`src/rtl/hazard_ctrl_pkg.sv`:
```
// Shared encodings for the hazard controller: forward selects, timing
// constants, mult/div opcodes and tag-pipeline record types.
package hazard_ctrl_pkg;

  typedef enum logic [1:0] {
    FWD_RF  = 2'd0,
    FWD_EX  = 2'd1,
    FWD_MEM = 2'd2,
    FWD_WB  = 2'd3
  } fwd_sel_e;

  typedef enum logic [1:0] {
    MD_NONE = 2'd0,
    MD_MULT = 2'd1,
    MD_DIV  = 2'd2,
    MD_RSVD = 2'd3
  } md_op_e;

  localparam logic [1:0] TNEW_LINK   = 2'd0;
  localparam logic [1:0] TNEW_ALU    = 2'd1;
  localparam logic [1:0] TNEW_LOAD   = 2'd2;
  localparam logic [1:0] TUSE_ID     = 2'd0;
  localparam logic [1:0] TUSE_UNUSED = 2'd3;

  localparam logic [3:0] MULT_LAT = 4'd5;
  localparam logic [3:0] DIV_LAT  = 4'd10;

  typedef struct packed {
    logic [4:0] a1;
    logic [4:0] a2;
    logic [4:0] a3;
    logic       we;
    logic [1:0] tnew;
    md_op_e     md_op;
  } ex_tag_t;

  typedef struct packed {
    logic [4:0] a2;
    logic [4:0] a3;
    logic       we;
    logic [1:0] tnew;
  } mem_tag_t;

  typedef struct packed {
    logic [4:0] a3;
    logic       we;
  } wb_tag_t;

  // A stage can supply register a only if it writes a non-zero destination a.
  function automatic logic tag_hit(input logic we, input logic [4:0] a3,
                                   input logic [4:0] a);
    return we && (a3 == a) && (a3 != 5'd0);
  endfunction

endpackage

```
`src/rtl/hazard_ctrl_md_busy_cnt.sv`:
```
// Mult/div occupancy counter: loads the operation latency when an op sits
// in EX and counts down to idle.
module md_busy_cnt
  import hazard_ctrl_pkg::*;
(
  input  logic   CLK,
  input  logic   reset,
  input  md_op_e op,
  output logic   busy
);

  logic [3:0] r_cnt;

  // NOTE: sequential state uses non-blocking assignments so every register
  // samples pre-edge values regardless of statement order.
  always_ff @(posedge CLK) begin
    if (reset) begin
      r_cnt <= 4'd0;
    end else begin
      case (op)
        MD_MULT: r_cnt <= MULT_LAT;
        MD_DIV:  r_cnt <= DIV_LAT;
        default: if (r_cnt != 4'd0) r_cnt <= r_cnt - 4'd1;
      endcase
    end
  end

  assign busy = (r_cnt != 4'd0) || (op != MD_NONE);

endmodule

```
`src/rtl/hazard_ctrl.sv`:
```
// Stall/forward controller for a 5-stage MIPS pipeline: tracks destination
// tags of in-flight instructions and compares them against the ID operands.
module hazard_ctrl
  import hazard_ctrl_pkg::*;
(
  input  logic       CLK,
  input  logic       reset,
  input  logic [4:0] D_A1,
  input  logic [4:0] D_A2,
  input  logic [4:0] D_A3,
  input  logic       D_RegWrite,
  input  logic [1:0] D_Tuse_rs,
  input  logic [1:0] D_Tuse_rt,
  input  logic [1:0] D_Tnew,
  input  logic [1:0] D_md_op,
  input  logic       D_md_use,
  output logic       STALL,
  output logic       NOP_CLR,
  output logic [1:0] FwdD_rs,
  output logic [1:0] FwdD_rt,
  output logic [1:0] FwdE_rs,
  output logic [1:0] FwdE_rt,
  output logic       FwdM_rt,
  output logic       MD_busy
);

  ex_tag_t  r_ex;
  mem_tag_t r_mem;
  wb_tag_t  r_wb;

  logic     w_data_stall;
  logic     w_md_stall;
  logic     w_stall;
  ex_tag_t  w_ex_next;
  mem_tag_t w_mem_next;

  function automatic logic data_hazard(input logic [4:0] a, input logic [1:0] tuse,
                                       input ex_tag_t ex, input mem_tag_t mem);
    logic ex_hz;
    logic mem_hz;
    ex_hz  = tag_hit(ex.we, ex.a3, a) && (tuse < ex.tnew);
    mem_hz = tag_hit(mem.we, mem.a3, a) && (tuse < mem.tnew);
    return (a != 5'd0) && (tuse != TUSE_UNUSED) && (ex_hz || mem_hz);
  endfunction

  function automatic fwd_sel_e fwd_d(input logic [4:0] a, input ex_tag_t ex,
                                     input mem_tag_t mem, input wb_tag_t wb);
    if (tag_hit(ex.we, ex.a3, a) && (ex.tnew == TNEW_LINK))
      return FWD_EX;
    else if (tag_hit(mem.we, mem.a3, a) && (mem.tnew == TNEW_LINK))
      return FWD_MEM;
    else if (tag_hit(wb.we, wb.a3, a))
      return FWD_WB;
    return FWD_RF;
  endfunction

  function automatic fwd_sel_e fwd_e(input logic [4:0] a, input mem_tag_t mem,
                                     input wb_tag_t wb);
    if (tag_hit(mem.we, mem.a3, a) && (mem.tnew == TNEW_LINK))
      return FWD_MEM;
    else if (tag_hit(wb.we, wb.a3, a))
      return FWD_WB;
    return FWD_RF;
  endfunction

  md_busy_cnt u_md_busy_cnt (
    .CLK   (CLK),
    .reset (reset),
    .op    (r_ex.md_op),
    .busy  (MD_busy)
  );

  assign w_data_stall = data_hazard(D_A1, D_Tuse_rs, r_ex, r_mem) ||
                        data_hazard(D_A2, D_Tuse_rt, r_ex, r_mem);
  // The counter's busy flag already covers an op sitting in EX or counting.
  assign w_md_stall   = D_md_use && MD_busy;
  assign w_stall      = w_data_stall || w_md_stall;

  always_comb begin
    w_ex_next = '0;
    if (!w_stall) begin
      w_ex_next.a1    = D_A1;
      w_ex_next.a2    = D_A2;
      w_ex_next.a3    = D_A3;
      w_ex_next.we    = D_RegWrite && (D_A3 != 5'd0);
      w_ex_next.tnew  = D_Tnew;
      w_ex_next.md_op = md_op_e'(D_md_op);
    end
  end

  assign w_mem_next = '{a2:   r_ex.a2,
                        a3:   r_ex.a3,
                        we:   r_ex.we,
                        tnew: (r_ex.tnew == TNEW_LINK) ? TNEW_LINK : r_ex.tnew - 2'd1};

  always_ff @(posedge CLK) begin
    if (reset) begin
      r_ex  <= '0;
      r_mem <= '0;
      r_wb  <= '0;
    end else begin
      r_ex  <= w_ex_next;
      r_mem <= w_mem_next;
      r_wb  <= '{a3: r_mem.a3, we: r_mem.we};
    end
  end

  // NOTE: every output gets a default before the conditional so the block
  // stays purely combinational with no inferred latch.
  always_comb begin
    STALL   = 1'b0;
    NOP_CLR = 1'b0;
    FwdD_rs = FWD_RF;
    FwdD_rt = FWD_RF;
    FwdE_rs = FWD_RF;
    FwdE_rt = FWD_RF;
    FwdM_rt = 1'b0;
    if (!reset) begin
      STALL   = w_stall;
      NOP_CLR = w_stall;
      FwdD_rs = fwd_d(D_A1, r_ex, r_mem, r_wb);
      FwdD_rt = fwd_d(D_A2, r_ex, r_mem, r_wb);
      FwdE_rs = fwd_e(r_ex.a1, r_mem, r_wb);
      FwdE_rt = fwd_e(r_ex.a2, r_mem, r_wb);
      FwdM_rt = tag_hit(r_wb.we, r_wb.a3, r_mem.a2);
    end
  end

endmodule
```
`config.mk`:
```
export PLATFORM = sky130hd
export DESIGN_NAME = hazard_ctrl
export DESIGN_NICKNAME = d
export VERILOG_FILES = /design/src/rtl/hazard_ctrl_pkg.sv /design/src/rtl/hazard_ctrl_md_busy_cnt.sv /design/src/rtl/hazard_ctrl.sv
export SDC_FILE = /design/constraint.sdc
export NUM_CORES = 1
export LEC_CHECK = 0
export ABC_AREA = 0
export BUFFER_PORTS_ARGS = -buffer_cell sky130_fd_sc_hd__buf_2
export CAP_MARGIN = 20
export CORE_MARGIN = 4
export CORE_UTILIZATION = 60
export CTS_BUF_LIST = sky130_fd_sc_hd__clkbuf_8
export DETAILED_ROUTE_END_ITERATION = 10
export PLACE_DENSITY = 0.91
export SLEW_MARGIN = 25
export SYNTH_ARGS = -nofsm -noshare
export SYNTH_HDL_FRONTEND = slang
export SYNTH_SLANG_ARGS = --single-unit
```
`constraint.sdc`:
```
create_clock -name CLK -period 5.3 [get_ports CLK]
set_clock_uncertainty 0.2 [all_clocks]
set_input_delay 0.265 -clock CLK [delete_from_list [all_inputs] [get_ports CLK]]
set_output_delay 0.265 -clock CLK [all_outputs]
set_load 0.01 [all_outputs]
```
==> results.yml <==
placement:
  port_buffers: 38
  place_congestion: 0.839
  hpwlAfterDp_mm: 3.72
  dp.cells: 329
  place_ws_ps: 2620
worst_setup_path:
  critical_path_class: "reg -> out"
  r2r_cells: 8
  critPathLaunch: "r_mem[6]"
  crit_arrival_ps: 2420
  cp_slowest_cell: "or4_1"
  critPathBufInv: 1
  cp_cell_sequence: "or4_1 > o21ai_2 > or3_1 > or4_1 > nor3b_1 > buf_2"
  critPathMaxFanout: 6
  path_common_cell: "or4_1"
  start_kind: "flop"
  critPathCaptureType: "output pin"
  cp.depth: 6
  required_ps: 4840
  max_stage_delay_ps: 570
  r2r_start: "u_md_busy_cnt.r_cnt[0]"
  critPathTopFamily: "simple AND/OR/NAND/NOR gates"
outcome:
  status: "completed"
timing:
  min_period_ps: 2890
  setup_viol: 0
  setup_tns_ps: 0
  setup_slack_ps: 2410
  hold_viol: 0
  timing.slew.headroom_pct: 46.0
  rsz0062_at_grt: "no"
  tightestPinTransition_ps: 804
  period_share_pct: 54.4
  fmax_ghz: 0.347
  maxSlewViolCount: 0
cts:
  clk_path_buf_depth: 2
  cts_setup_buffers: 0
  clock_latency_ps: 300
  cts_root_buffer: "clkbuf_8"
  cts_hold_buf: 10
  cts-resized-gates: 0
  cts-htree-levels: 2
  cts_buffers: 5
  cts.sinks: 43
  path_clk_slew_ps: 80
  cts_tree: "done"
synth:
  ys_types: 34
  syn_nets: 296
  synth_edf_count: 0
  synth_seq_area_share_pct: 36.6
  synthesis.area_sq_um: 2350
  avgSynthCellArea_sq_um: 9.09
  synth_warnings: 0
  synth_flop_cell: "dfxtp_1"
  async_flop_share_pct: 0
  postSynthCellCount: 259
  ys_seq_elements: 43
routing:
  antenna_left: 0
  drc: 0
  vias: 1856
  wl_per_cell_microns: 15.0
  wl_mm: 5.19
  avgViaCountPerCell: 5.36
  drt_iter0_drc: 95
  dr.pass1.iters: 4
floorplan:
  fp.dieH_microns: 70.6
  die_x_microns: 70.6
  initial_core_util_pct: 63.3
  row_count: 22
  dieArea_sq_um: 4990
  ios: 39
  core_sq_um: 3720
finish:
  stdcell_count: 346
  diodes: 0
  syn2layout_area_growth_pct: 16.1
  fin_nets: 335
  final_layout_size_suffix_gt1_share_pct: 16.1
  final_common_cell: "dfxtp_1"
  fillers: 286
  final_cell_mix: "dfxtp_1 (43), buf_2 (38), xnor2_1 (32), xor2_1 (26), and2_1 (19)"
global_route:
  grt.overflow.total: 0
  antenna_found_initial: 0
  grt_pass1_wl_mm: 8.74
  grt.total_usage_pct: 22.2
  grt_start_max_net_pins: 34
  grt_pass1_vias: 1876
hold_path:
  min_path_type: "in -> reg"
  min_from: "D_A1[4]"
  hold_depth: 2
pwr:
  power_density_nw_per_um2: 342
  vdd_drop_max_mv: 0.332
  leakage_nw: 1.16
job:
  maxCapViolations: 0
-- through the flow --
step | cell area, sq um | total power, mW | hold slack [ps] | utilization, %
after floorplan | 2350 | 0.622 | 137 | -
after global placement | 2530 | 0.676 | 240 | 68.0
after detailed placement | 2530 | 0.686 | 244 | 68.0
after CTS | 2730 | 0.935 | 56.6 | 73.5
after global routing | 2730 | 0.988 | 56.4 | 73.5
final | 2730 | 0.933 | 63.4 | 73.5
-- state kept, by name, indices dropped and copies added, names as in the netlist --
signal and count:
u_md_busy_cnt.r_cnt 4, r_ex 20, r_wb 6, r_mem 13
-- layout make-up --
cell class | instances | area, sq um | area share [%]
Multi-Input combinational cell | 192 | 1390 | 50.8
Timing Repair Buffer | 48 | 290 | 10.6
Clock buffer | 5 | 68.8 | 2.52
Inverter | 8 | 30.0 | 1.10
Clock inverter | 2 | 33.8 | 1.24
Tap cell | 48 | 60.1 | 2.20
Sequential cell | 43 | 861 | 31.5
-- final timing paths --
check	to	slack, ps
max	FwdE_rt[0]	2410
min	r_ex[19]	60
max reg2reg	r_ex[4]	2590
min reg2reg	r_mem[0]	250
-- Yosys cell counts (all sizes together), types with 3 or more instances --
cell type / instances / area, sq um
a21oi: 10 / 50.1
a22oi: 3 / 22.5
and2: 19 / 119
buf: 8 / 45.0
clkbuf: 8 / 30.0
dfxtp: 43 / 861
ha: 10 / 125
inv: 8 / 30.0
nand2: 6 / 22.5
nand2b: 3 / 18.8
nand3: 9 / 45.0
nor2: 12 / 45.0
nor2b: 18 / 113
nor3: 9 / 45.0
nor3b: 4 / 30.0
nor4: 6 / 52.6
o21ai: 6 / 33.8
or3: 3 / 18.8
or4: 6 / 45.0
xnor2: 32 / 280
xor2: 26 / 228
-- metal layers --
layer	share of wire, %	GRT usage, %	wire length (microns)	vias up
met2	52	40.6	2690	39
met3	4.6	5.97	236	10
li1	-	-	-	933
met5	0	0	0	-
met1	42	24.9	2170	874
met4	1.6	7.31	81	0
-- cell families after synthesis --
group / count (synthesis) / synth area share [%]
and+or+nand+nor: 100 / 25.4
xor gates and xnor gates: 58 / 21.6
DFF: 43 / 36.6
AOI/OAI and AO/OA: 24 / 6.70
buffers and inverters: 24 / 4.47
adders and majority gates: 10 / 5.32
-- power breakdown --
part	switching, mW	total [mW]	leakage, nW	internal [mW]
combinational	0.141	0.277	0.751	0.135
sequential	0.0438	0.410	0.353	0.366
clock	0.110	0.246	0.0554	0.136
Power figures use the tool's default switching activity.
